===== src/rtl/list_sum_engine.sv =====
// list_sum_engine
//   Walks a singly linked list held in an external word memory and
//   accumulates the node values. A node at address A stores its next
//   pointer at mem[A] and its value at mem[A+1]; the walk ends after the
//   node whose next pointer is 0. A node limit guards against runaway
//   (cyclic) lists, and carries out of the accumulator are flagged and
//   either wrapped or saturated.
//
// Ports
//   clk_i          system clock
//   rst_n          asynchronous active-low reset
//   step_en_i      pacing enable; a new memory request may only start when 1
//   start_i        one-cycle start pulse, accepted in IDLE/DONE
//   head_addr_i    address of the first node, sampled on accepted start
//   mem_req_o      read request, held until mem_rvalid_i
//   mem_addr_o     read address, stable while mem_req_o=1
//   mem_rdata_i    read data, valid with mem_rvalid_i
//   mem_rvalid_i   read completion (ignored while mem_req_o=0)
//   busy_o         walk in progress
//   done_o         walk finished (level)
//   err_o          sticky: list exceeded MAX_NODES
//   ovf_o          sticky: accumulator overflowed
//   sum_out_o      running / final sum
//   node_cnt_o     nodes accumulated
//
// state    | meaning
// ---------+---------------------------------------------------
// IDLE     | waiting for start after reset
// REQ_NEXT | reading next pointer of current node (mem[cur])
// REQ_VAL  | reading value of current node (mem[cur+1])
// DONE     | walk finished, results held until next start

module list_sum_engine #(
  parameter int ADDR_W    = 8,
  parameter int DATA_W    = 16,
  parameter int SUM_W     = 32,
  parameter int MAX_NODES = 64,
  parameter int SAT_MODE  = 0,
  localparam int CNT_W    = $clog2(MAX_NODES + 1)
) (
  input  logic              clk_i,
  input  logic              rst_n,
  input  logic              step_en_i,
  input  logic              start_i,
  input  logic [ADDR_W-1:0] head_addr_i,
  output logic              mem_req_o,
  output logic [ADDR_W-1:0] mem_addr_o,
  input  logic [DATA_W-1:0] mem_rdata_i,
  input  logic              mem_rvalid_i,
  output logic              busy_o,
  output logic              done_o,
  output logic              err_o,
  output logic              ovf_o,
  output logic [SUM_W-1:0]  sum_out_o,
  output logic [CNT_W-1:0]  node_cnt_o
);

  typedef enum logic [1:0] {
    S_IDLE     = 2'd0,
    S_REQ_NEXT = 2'd1,
    S_REQ_VAL  = 2'd2,
    S_DONE     = 2'd3
  } state_e;

  localparam logic [CNT_W-1:0] MAX_CNT = CNT_W'(MAX_NODES);

  state_e              state_q, state_d;
  logic [ADDR_W-1:0]   cur_q, cur_d;
  logic [ADDR_W-1:0]   nxt_q, nxt_d;
  logic [SUM_W-1:0]    sum_q, sum_d;
  logic [CNT_W-1:0]    cnt_q, cnt_d;
  logic                err_q, err_d;
  logic                ovf_q, ovf_d;
  // Request already raised and still waiting for rvalid; keeps mem_req up
  // even if step_en drops.
  logic                hold_q, hold_d;

  logic                xfer;
  logic [SUM_W:0]      sum_add;

  assign xfer    = mem_req_o & mem_rvalid_i;
  assign sum_add = {1'b0, sum_q} + (SUM_W+1)'(mem_rdata_i);

  // State and datapath registers
  always_ff @(posedge clk_i or negedge rst_n) begin
    if (!rst_n) begin
      state_q <= S_IDLE;
      cur_q   <= '0;
      nxt_q   <= '0;
      sum_q   <= '0;
      cnt_q   <= '0;
      err_q   <= 1'b0;
      ovf_q   <= 1'b0;
      hold_q  <= 1'b0;
    end else begin
      state_q <= state_d;
      cur_q   <= cur_d;
      nxt_q   <= nxt_d;
      sum_q   <= sum_d;
      cnt_q   <= cnt_d;
      err_q   <= err_d;
      ovf_q   <= ovf_d;
      hold_q  <= hold_d;
    end
  end

  // Next-state and datapath update
  always_comb begin
    state_d = state_q;
    cur_d   = cur_q;
    nxt_d   = nxt_q;
    sum_d   = sum_q;
    cnt_d   = cnt_q;
    err_d   = err_q;
    ovf_d   = ovf_q;
    hold_d  = mem_req_o & ~mem_rvalid_i;

    unique case (state_q)
      S_IDLE, S_DONE: begin
        if (start_i) begin
          cur_d   = head_addr_i;
          sum_d   = '0;
          cnt_d   = '0;
          err_d   = 1'b0;
          ovf_d   = 1'b0;
          state_d = S_REQ_NEXT;
        end
      end
      S_REQ_NEXT: begin
        if (xfer) begin
          nxt_d   = ADDR_W'(mem_rdata_i);
          state_d = S_REQ_VAL;
        end
      end
      S_REQ_VAL: begin
        if (xfer) begin
          cnt_d = cnt_q + CNT_W'(1);
          if (sum_add[SUM_W]) begin
            ovf_d = 1'b1;
            sum_d = (SAT_MODE != 0) ? '1 : sum_add[SUM_W-1:0];
          end else begin
            sum_d = sum_add[SUM_W-1:0];
          end
          if (nxt_q == '0) begin
            state_d = S_DONE;
          end else if (cnt_q + CNT_W'(1) == MAX_CNT) begin
            err_d   = 1'b1;
            state_d = S_DONE;
          end else begin
            cur_d   = nxt_q;
            state_d = S_REQ_NEXT;
          end
        end
      end
      default: state_d = S_IDLE;
    endcase
  end

  // Outputs; mem_req is decoded from state so reset removes it at once.
  always_comb begin
    mem_req_o  = 1'b0;
    mem_addr_o = '0;
    busy_o     = 1'b0;
    done_o     = 1'b0;
    unique case (state_q)
      S_REQ_NEXT: begin
        busy_o     = 1'b1;
        mem_addr_o = cur_q;
        mem_req_o  = step_en_i | hold_q;
      end
      S_REQ_VAL: begin
        busy_o     = 1'b1;
        mem_addr_o = cur_q + ADDR_W'(1);
        mem_req_o  = step_en_i | hold_q;
      end
      S_DONE:  done_o = 1'b1;
      default: ;
    endcase
  end

  assign err_o      = err_q;
  assign ovf_o      = ovf_q;
  assign sum_out_o  = sum_q;
  assign node_cnt_o = cnt_q;

endmodule

===== config.mk =====
export PLATFORM = sky130hd
export DESIGN_NAME = list_sum_engine
export DESIGN_NICKNAME = d
export VERILOG_FILES = /design/src/rtl/list_sum_engine.sv
export SDC_FILE = /design/constraint.sdc
export NUM_CORES = 1
export LEC_CHECK = 0
export CAP_MARGIN = 20
export CORE_AREA = 10 10 102 104
export DETAILED_ROUTE_END_ITERATION = 16
export DIE_AREA = 0 0 112 114
export MAX_ROUTING_LAYER = met4
export PLACE_DENSITY = 0.86
export SLEW_MARGIN = 20
export SYNTH_ARGS = -nofsm -noshare
export SYNTH_HDL_FRONTEND = slang
export SYNTH_SLANG_ARGS = --single-unit

===== constraint.sdc =====
create_clock -name clk_i -period 3.5 [get_ports clk_i]
set_input_delay 0.7 -clock clk_i [delete_from_list [all_inputs] [get_ports clk_i]]
set_output_delay 0.7 -clock clk_i [all_outputs]
set_load 0.1 [all_outputs]

; Word-level counts from Yosys, hierarchy flattened
; Cells that the tools add are included.
; W data, S select, Z words.
[op_classes]
muxes = 29
n_bitwise = 4
eq_ne = 11
addsub = 3
n_reduce_logical = 11
[op_table]
columns = operator, n
row1 = $mux W32, 2
row2 = $pmux W32 S2, 1
row3 = $add A32 B16 Y33, 1
row4 = $mux W8, 4
row5 = $pmux W8 S2, 2
row6 = $mux W7, 2
row7 = $ne A2 B2 Y1 const B, 7
row8 = $pmux W7 S2, 1
row9 = $mux W2, 5
row10 = $reduce_and A5 Y1, 2
row11 = $mux W1, 9
row12 = $add A8 B1 Y8 const B, 1
row13 = $logic_not A8 Y1, 1
row14 = $add A7 B1 Y7 const B, 1
row15 = $eq A7 B7 Y1 const B, 1
row16 = $pmux W2 S3, 1
row17 = $reduce_and A3 Y1, 2
row18 = $eq A2 B2 Y1 const B, 2
row19 = $pmux W1 S2, 2
row20 = $reduce_and A4 Y1, 1
row21 = $reduce_or A2 Y1, 2
row22 = $and A1 B1 Y1, 2
row23 = $eq A2 B1 Y1 const B, 1
row24 = $logic_not A2 Y1, 1
row25 = other kinds (4), 4
[totals]
input_bits = 29
reg_bits = 60

; Logic depth before layout (Yosys ltp)
; Gate-level depths: netlist (run 1).
[depth]
depth_word = 6
depth_mapped = 11

; Worst setup path before layout (run 1)
; Ideal clock, no wire load.
[synth_path]
path_type = reg-to-output
startpoint = reg state_q[0]
endpoint = out mem_addr_o[1]
stages_incl_launch_ff = 7
arrival_ns = 2.361
path_slack_ns = 0.439
path_cell_list = dfrtp_1 -> inv_1 -> ha_1 -> buf_6 -> clkbuf_1 -> a22oi_1 -> nor2_1
[synth_between]
elab_chain_len = 2
[synth_lines]
columns = item, line_no
row1 = from (decl), 67  ; state_e state_q, state_d;
row2 = from (signal assigned), 96  ; state_q <= state_d;
row3 = $eq A2 B2 Y1 / $eq A2 B1 Y1 (equally long branches), 165  ; unique case (state_q)
row4 = $pmux W8 S2 (*), 165
row5 = to (decl), 47  ; output logic [ADDR_W-1:0] mem_addr_o,
; Every way passes the cells marked *; elsewhere a longest branch is shown, timed or not.

; Worst setup path in the final report (run 1)
[layout_path]
startpoint = in mem_rdata_i[0]
endpoint = reg sum_q[26] (netlist: sum_out_o[26])
[layout_between]
elab_chain_len = 3
[layout_lines]
columns = item, line_no
row1 = from (decl), 48  ; input logic [DATA_W-1:0] mem_rdata_i,
row2 = $add A32 B16 Y33, 82  ; assign sum_add = {1'b0, sum_q} + (SUM_W+1)'(mem_rdata_i);
row3 = $mux W32, 136  ; if (xfer) begin
row4 = $pmux W32 S2, 118  ; unique case (state_q)
row5 = to (signal assigned), 99  ; sum_q <= sum_d;
row6 = to (decl), 70  ; logic [SUM_W-1:0] sum_q, sum_d;
; Every way passes these cells. The select of a mux whose other input is x is not followed.
; A chain may end at the register's enable or synchronous reset.

==> results of run 1 <==
[layout make-up]
type | count | area, um2
flip-flops and latches | 60 | 1501
clock inverters | 3 | 90.09
repair buffers | 88 | 738.2
inverters | 15 | 56.30
well taps | 108 | 135.1
multi-input cells | 359 | 2407
clock buffers | 13 | 178.9
fillers | 735 | 3358
[cells by family (layout without fill, tap and decap cells)]
family / Yosys count / count (layout)
AOI/OAI and AO/OA: 128 / 128
adders and majority gates: 22 / 22
muxes: 24 / 24
and+or+nand+nor: 168 / 168
buffers and inverters: 37 / 119
DFF: 60 / 60
xor gates and xnor gates: 17 / 17
[cells in the final DEF (no fill, tap or decap), types with 2 or more instances in the layout]
master	n
dfrtp_1	60
inv_1	15
o2111ai_1	2
mux2i_1	16
bufinv_16	3
a21o_1	6
o211ai_1	4
clkbuf_8	13
a31oi_1	3
a41oi_1	2
nor4_1	2
ha_1	21
nor2b_1	3
nand2_1	53
and3_1	13
xor2_1	7
or4_1	2
nand4_1	6
nand3_1	32
nor3_1	5
a21oi_1	26
o21ai_0	43
xnor2_1	10
and4_1	6
nand3b_1	2
nor2_1	24
buf_4	55
and2_1	3
a22oi_1	9
mux2_2	8
nand2b_1	8
o31ai_1	9
a2111o_1	5
clkdlybuf4s50_1	32
o21a_1	3
a41o_1	2
o21bai_1	3
[final timing paths]
path / from / endpoint / slack (ns)
hold / removal: rst_n / ovf_o / 0.42
max in group asynchronous: rst_n / node_cnt_o[6] / 2.22
setup / recovery: mem_rdata_i[0] / sum_out_o[26] / 0.39
min in group clk_i: ovf_o / ovf_o / 0.51
hold reg to reg: ovf_o / ovf_o / 0.51
setup reg to reg: state_q[0] / sum_out_o[28] / 0.71
[through the flow]
| stage | area [um2] | cells |
|---|---|---|
| after CTS | 5107 | 646 |
| after detailed placement | 4838 | 630 |
| final | 5107 | 646 |
| after global routing | 5107 | 646 |
| after global placement | 4838 | 630 |
| after floorplan | 4084 | 456 |
[metal layers]
| layer | track usage, % | wire [um] |
|---|---|---|
| met1 | 20.31 | 4696 |
| met2 | 28.90 | 5743 |
| met3 | 2.782 | 555 |
| met4 | 7.191 | 194 |
| met5 | - | 0 |
[registers in the layout (all words and copies together), names as in the netlist]
| signal | cells |
|---|---|
| nxt_q | 8 |
| err_o | 1 |
| node_cnt_o | 7 |
| state_q | 2 |
| ovf_o | 1 |
| cur_q | 8 |
| sum_out_o | 32 |
| hold_q | 1 |
[where the power goes]
group          switching, W  internal, W
combinational       0.00173     0.000660
sequential         0.000173     0.000865
clock              0.000286     0.000551
==> flow_summary.toml, run 1 <==
[sta]
drv_slew = 0
whs_ns = 0.4181
setup_violations = 0
rsz0062_at_grt = "false"
fin_crit_ns = 3.108
finalHoldViolCount = 0
finalSetupTns_ns = 0
skew_ns = 0.007656
slew-limit-headroom_pct = 32.36
tightestPinTransition_ns = 1.011
min_period_over_period_pct = 88.80
layout_setup_ws_ns = 0.3919
maxClockFrequency_ghz = 0.3217

[synthesis]
yosysSeqAreaShare_pct = 36.76
synth_top_area_cell = "dfrtp_1"
ys_ff_latch = 60
yosysMostFrequentCell = "dfrtp_1"
ys_async_sr_fraction_pct = 100.0
synthMuxAreaShare_pct = 6.127
yosys.area_share.adder_pct = 6.924
ys.warnings.count = 0
ys_dominant_reg_cell = "dfrtp_1"
synthesis.area_um2 = 4084
synth_xor_area_share_pct = 3.646
yosysUniqueCellTypes = 58
synth_top_family_by_area = "simple AND/OR/NAND/NOR gates"
synth-edff-count = 0
syn-mean-instance-area_um2 = 8.956
synth-simple-area-share_pct = 21.29
synth.cells.most_frequent = "60 x dfrtp_1, 53 x nand2_1, 43 x o21ai_0"
synth_nets = 507
yosysTopAreaCellShare_pct = 36.76
synth-compound-area-share_pct = 20.96
synth_area_leaders = "dfrtp_1 37%, ha_1 6.4%, o21ai_0 5.3%"
synthCells = 456

[clocking]
insertion_delay_ns = 0.35
cts_setup_buffers = 0
cts_buffers = 9
holdBufCountCts = 0
cts_tree = "yes"
cts_max_level = 3
root_buffer = "clkbuf_8"
cts.sinks = 60
cts_resized = 0
max-clock-path-buffers = 2
clk_pin_slew_worst_paths_ns = 0.07

[placement]
portBuffers = 80
dp_hpwl_um = 8341
pre_cts_slack_ns = 0.1030
gp_congestion = 0.8701

[finish]
utilization_pct = 60.33
drive_above_1_share_pct = 16.91
area_growth_pct = 25.06
fin_nets = 584
diodes = 0

[floorplan]
dieArea_um2 = 12770
core-area_um2 = 8466
initial_core_util_pct = 48.24
die_height_um = 114
io_pins = 81
fp.dieW_um = 112
placement_rows = 34

[route]
drc = 0
antenna_left = 0
drt_iter0_markers = 193
vias_per_cell = 5.913
avgRoutedWirePerCell_um = 17.32
routed_wl_um = 11190
first_pass_iters = 5
dr_total_vias = 3820

[setup_path]
cp_data_required_time_ns = 3.77
cpMaxStageDelayCell = "clkdlybuf4s50_1"
cpPeakStageDelay_ns = 0.50
critPathMaxFanout = 14
path_delay_family = "compound AO/OA/AOI/OAI gates"
end_kind = "register"
cp.buffers_inverters = 2
path_cells = "clkdlybuf4s50_1 -> ha_1 -> inv_1 -> fa_1 -> nor2b_1 -> o211ai_1 -> a31oi_2 -> o211ai_2 -> a2111o_1 -> o21ai_1"
criticalPathCategory = "input pin to register"
crit_cells = 10
worstPathArrival_ns = 3.38
rr_worst_depth = 8
crit_path_start_kind = "input pin"

[grt]
grt_pass1_wl_um = 18030
grt_pass1_vias = 3689
grt_start_max_net_pins = 33
grt_antenna_before_repair = 0
grt_overflow_total = 0
grt.total_usage_pct = 17.28

[outcome]
outcome = "complete, no violations"

[pwr]
power_density_nw_per_um2 = 835.9
p_leak_nw = 2.357
total_power_w = 0.004269
ir_drop_mv = 0.4820

[hold_path]
hold_class = "input pin to async pin"

[job]
max_cap_viol_count = 0
Power figures use the tool's default switching activity.
==> run 2, diff against run 1 <==
CORE_AREA = 10 10 113 115   (was 10 10 102 104)
CTS_CLUSTER_DIAMETER = 80   (was not set)
DIE_AREA = 0 0 123 125   (was 0 0 112 114)
PLACE_DENSITY = 0.73   (was 0.86)
==> flow_summary.toml, run 2 (same netlist as run 1, synthesis figures left out) <==
[grt]
gr-usage-met3_pct = 1.800
grt_busiest_layer = "met2"
grt_pass1_wl_um = 18860
grt_use_met2_pct = 24.74
grt_pass1_vias = 3838
grt_start_max_net_pins = 42
grt_overflow_total = 0
grt.met1_usage_pct = 18.83
grt.total_usage_pct = 15.26
grt_antenna_before_repair = 0

[placement]
portBuffers = 80
dp_hpwl_um = 8727
gp_congestion = 0.8734
placed_area_um2 = 4891

[finish]
largest_reg_flops = 32
layout_common_cells = "62 x buf_4, 60 x dfrtp_1, 53 x nand2_1"
area_growth_pct = 25.06
fin_nets = 587
utilization_pct = 48.17
layout_commonest_cell = "buf_4"
postLayoutCellArea_um2 = 5107
diodes = 0
drive_above_1_share_pct = 17.93

[clocking]
cts_tree = "yes"
clk_pin_slew_worst_paths_ns = 0.08
insertion_delay_ns = 0.34
cts_setup_buffers = 0
cts_buffers = 9
holdBufCountCts = 0
cts_max_level = 3
root_buffer = "clkbuf_8"
max-clock-path-buffers = 2
cts_resized = 0
cts.sinks = 60

[floorplan]
die_height_um = 125
dieArea_um2 = 15380
io_pins = 81
initial_core_util_pct = 38.52
placement_rows = 38
core-area_um2 = 10600
fp.dieW_um = 123

[sta]
setup_violations = 0
min_period_over_period_pct = 89.31
drv_slew = 0
slew-limit-headroom_pct = 34.54
maxClockFrequency_ghz = 0.3199
rsz0062_at_grt = "false"
tightestPinTransition_ns = 0.9788
finalHoldViolCount = 0
finalSetupTns_ns = 0
fin_crit_ns = 3.126
skew_ns = 0.01364

[job]
max_cap_viol_count = 0

[outcome]
outcome = "complete, no violations"

[setup_path]
cpMaxStageDelayCell = "clkdlybuf4s50_1"
criticalPathCategory = "input pin to register"
crit_path_start_kind = "input pin"
worstPathArrival_ns = 3.39
r2r_start = "state_q[0]"
cp_data_required_time_ns = 3.76
path_cells = "clkdlybuf4s50_1 -> ha_1 -> inv_1 -> fa_1 -> nor2b_1 -> o211ai_1 -> a31oi_2 -> o211ai_2 -> a2111o_1 -> o21ai_1"
critPathLaunch = "mem_rdata_i[0]"
cpPeakStageDelay_ns = 0.52
end_kind = "register"
critPathMaxFanout = 14

[route]
first_pass_iters = 4
antenna_left = 0
drc = 0
routed_wl_um = 11430
dr_total_vias = 3734
drt_iter0_markers = 231
vias_per_cell = 5.483
avgRoutedWirePerCell_um = 16.78

[hold_path]
hold_class = "input pin to async pin"

[pwr]
power_density_nw_per_um2 = 808.5
ir_drop_mv = 0.5494
p_leak_nw = 2.345
[run 2: cell type report]
class	instances	area, um2
Fill cell	1031	5495
Multi-Input combinational cell	359	2407
Sequential cell	60	1501
Timing Repair Buffer	91	750.7
Tap cell	140	175.2
Clock buffer	10	127.6
Clock inverter	6	88.84
Inverter	15	56.30
[run 2: metal layers]
layer | wire length, um | share of wire [%]
met1 | 5086 | 45
met2 | 5682 | 50
met3 | 500 | 4.4
met4 | 158 | 1.4
met5 | 0 | 0
[run 2: worst paths after layout]
kind | to | slack [ns] | depth (start not counted)
setup reg to reg | sum_out_o[31] | 0.74 | 8
max in group asynchronous | sum_out_o[10] | 2.15 | 2
hold / removal | node_cnt_o[5] | 0.50 | 1
min in group clk_i | ovf_o | 0.51 | 1
setup / recovery | sum_out_o[26] | 0.37 | 10
hold reg to reg | ovf_o | 0.51 | 1
[run 2: power by group]
group	switching [W]	internal (W)
Clock	0.000297	0.000401
Combinational	0.00173	0.000666
Sequential	0.000172	0.000864
[run 2: through the flow]
step / power [W] / hold slack [ns] / setup WS [ns] / cells
after floorplan: 0.002908 / 0.4044 / 0.4386 / 456
after global placement: 0.003398 / 0.4975 / 0.09321 / 665
after detailed placement: 0.003452 / 0.5000 / 0.03215 / 665
final: 0.004129 / 0.4994 / 0.3741 / 681
after CTS: 0.004159 / 0.5191 / 0.3775 / 681
after global routing: 0.004391 / 0.5284 / 0.1240 / 681
[run 2: worst max-delay path: cells and delay by family]
kind,cells,cell delay [ns]
AO/OA/AOI/OAI,5,1.29
adder cells (fa/ha/maj),2,0.59
AND/OR/NAND/NOR,1,0.21
buffers and inverters,2,0.58
==> run 3, diff against run 2 <==
==> constraint.sdc (replaced) <==
create_clock -name clk_i -period 3.5 [get_ports clk_i]
set_input_delay 0.35 -clock clk_i [delete_from_list [all_inputs] [get_ports clk_i]]
set_output_delay 0.35 -clock clk_i [all_outputs]
set_load 0.1 [all_outputs]
==> flow_summary.toml, run 3 (same netlist as run 1, synthesis figures left out) <==
[placement]
pre_cts_slack_ns = 0.3758
portBuffers = 80
dp_hpwl_um = 8586
gp_congestion = 0.8708

[grt]
grt_pass1_wl_um = 18570
grt.total_usage_pct = 15.10
grt_start_max_net_pins = 40
grt_pass1_vias = 3757
grt_antenna_before_repair = 0
grt_overflow_total = 0

[setup_path]
path_cells = "clkdlybuf4s50_1 -> ha_1 -> inv_1 -> fa_1 -> nor2b_1 -> o211ai_1 -> a31oi_2 -> o211ai_2 -> a2111o_1 -> o21ai_1"
cp_data_required_time_ns = 3.77
path_delay_family = "compound AO/OA/AOI/OAI gates"
rr_worst_depth = 9
crit_path_start_kind = "input pin"
crit_cells = 10
worstPathArrival_ns = 3.07
end_kind = "register"
cpPeakStageDelay_ns = 0.52
cpMaxStageDelayCell = "clkdlybuf4s50_1"
critPathMaxFanout = 14
cp.buffers_inverters = 2
criticalPathCategory = "input pin to register"

[clocking]
cts.sinks = 60
max-clock-path-buffers = 2
cts_setup_buffers = 0
cts_max_level = 3
clk_pin_slew_worst_paths_ns = 0.07
holdBufCountCts = 0
root_buffer = "clkbuf_8"
cts_tree = "yes"
cts_buffers = 9
cts_resized = 0
insertion_delay_ns = 0.34

[floorplan]
placement_rows = 38
io_pins = 81
initial_core_util_pct = 38.52
dieArea_um2 = 15380
core-area_um2 = 10600
die_height_um = 125
fp.dieW_um = 123

[finish]
drive_above_1_share_pct = 9.683
diodes = 0
layout_commonest_cell = "clkdlybuf4s50_1"
area_growth_pct = 26.56
layout_common_cells = "69 x clkdlybuf4s50_1, 60 x dfrtp_1, 53 x nand2_1"
fillers = 1019
fin_nets = 585
largest_reg_flops = 32

[pwr]
p_leak_nw = 2.250
p_clk_share_pct = 15.4
power_density_nw_per_um2 = 788.4
power_frac_comb_pct = 59.2
power_frac_seq_pct = 25.4
ir_drop_mv = 0.6211
total_power_w = 0.004075
power.internal_w = 0.001906
switching_share_pct = 53.23
p_switching_w = 0.002169

[sta]
rsz0062_at_grt = "false"
layout_setup_ws_ns = 0.6994
min_period_over_period_pct = 80.02
setup_violations = 0
finalHoldViolCount = 0
finalSetupTns_ns = 0
tightestPinTransition_ns = 1.023
slew-limit-headroom_pct = 31.60
skew_ns = 0.006254
drv_slew = 0
maxClockFrequency_ghz = 0.3571
fin_crit_ns = 2.801
whs_ns = 0.1403

[route]
first_pass_iters = 4
drt_iter0_markers = 217
antenna_left = 0
drc = 0
dr_total_vias = 3760
vias_per_cell = 5.554
routed_wl_um = 11280
avgRoutedWirePerCell_um = 16.66

[job]
max_cap_viol_count = 0

[outcome]
outcome = "complete, no violations"

[hold_path]
hold_class = "input pin to async pin"
run 3: changes by cell type in the layout (fill, tap and decap cells not counted):
cell / before / now
buf_4: 62 / 19
bufinv_16: 2 / 1
clkbuf_8: 9 / 11
clkdlybuf4s50_1: 28 / 69
clkinv_4: 1 / 0
clkinvlp_4: 2 / 0
run 3: cell type report:
class / instances / area [um2] / area share (%)
timing repair buffer: 89 / 838.3 / 16.22
inverter: 15 / 56.30 / 1.089
multi-input combinational: 359 / 2407 / 46.57
tap: 140 / 175.2 / 3.389
sequential: 60 / 1501 / 29.05
clock buffer: 12 / 155.1 / 3.002
clock inverter: 2 / 35.03 / 0.6778
run 3: through the flow:
step                      std cells  util [%]  area, um2
after floorplan                 456         -       4084
after global placement          663     46.96       4979
after detailed placement        663     46.96       4979
after CTS                       677     48.75       5169
after global routing            677     48.75       5169
final                           677     48.75       5169
run 3: power groups by stage:
| stage | Sequential (W) | Clock, W | Combinational [W] |
|---|---|---|---|
| floorplan | 0.00147 | 0 | 0.00144 |
| global placement | 0.00104 | 0 | 0.00237 |
| detailed placement | 0.00105 | 0 | 0.00241 |
| CTS | 0.00104 | 0.000639 | 0.00243 |
| global route | 0.00106 | 0.000666 | 0.00259 |
| finish | 0.00104 | 0.000628 | 0.00241 |
run 3: path summary, 6_finish.rpt:
check	startpoint	slack [ns]	end
max	mem_rdata_i[0]	0.70	sum_out_o[26]
min	rst_n	0.14	sum_out_o[24]
max reg2reg	state_q[0]	0.74	cur_q[1]
min reg2reg	ovf_o	0.51	ovf_o
max in group asynchronous	rst_n	2.52	sum_out_o[1]
min in group clk_i	ovf_o	0.51	ovf_o
run 3: layer usage:
layer / wire length, um / GRT usage, % / part of all wire (%)
met5: 0 / - / 0
met4: 194 / 5.346 / 1.7
met3: 532 / 2.700 / 4.7
met2: 5545 / 24.77 / 49
met1: 5007 / 18.13 / 44
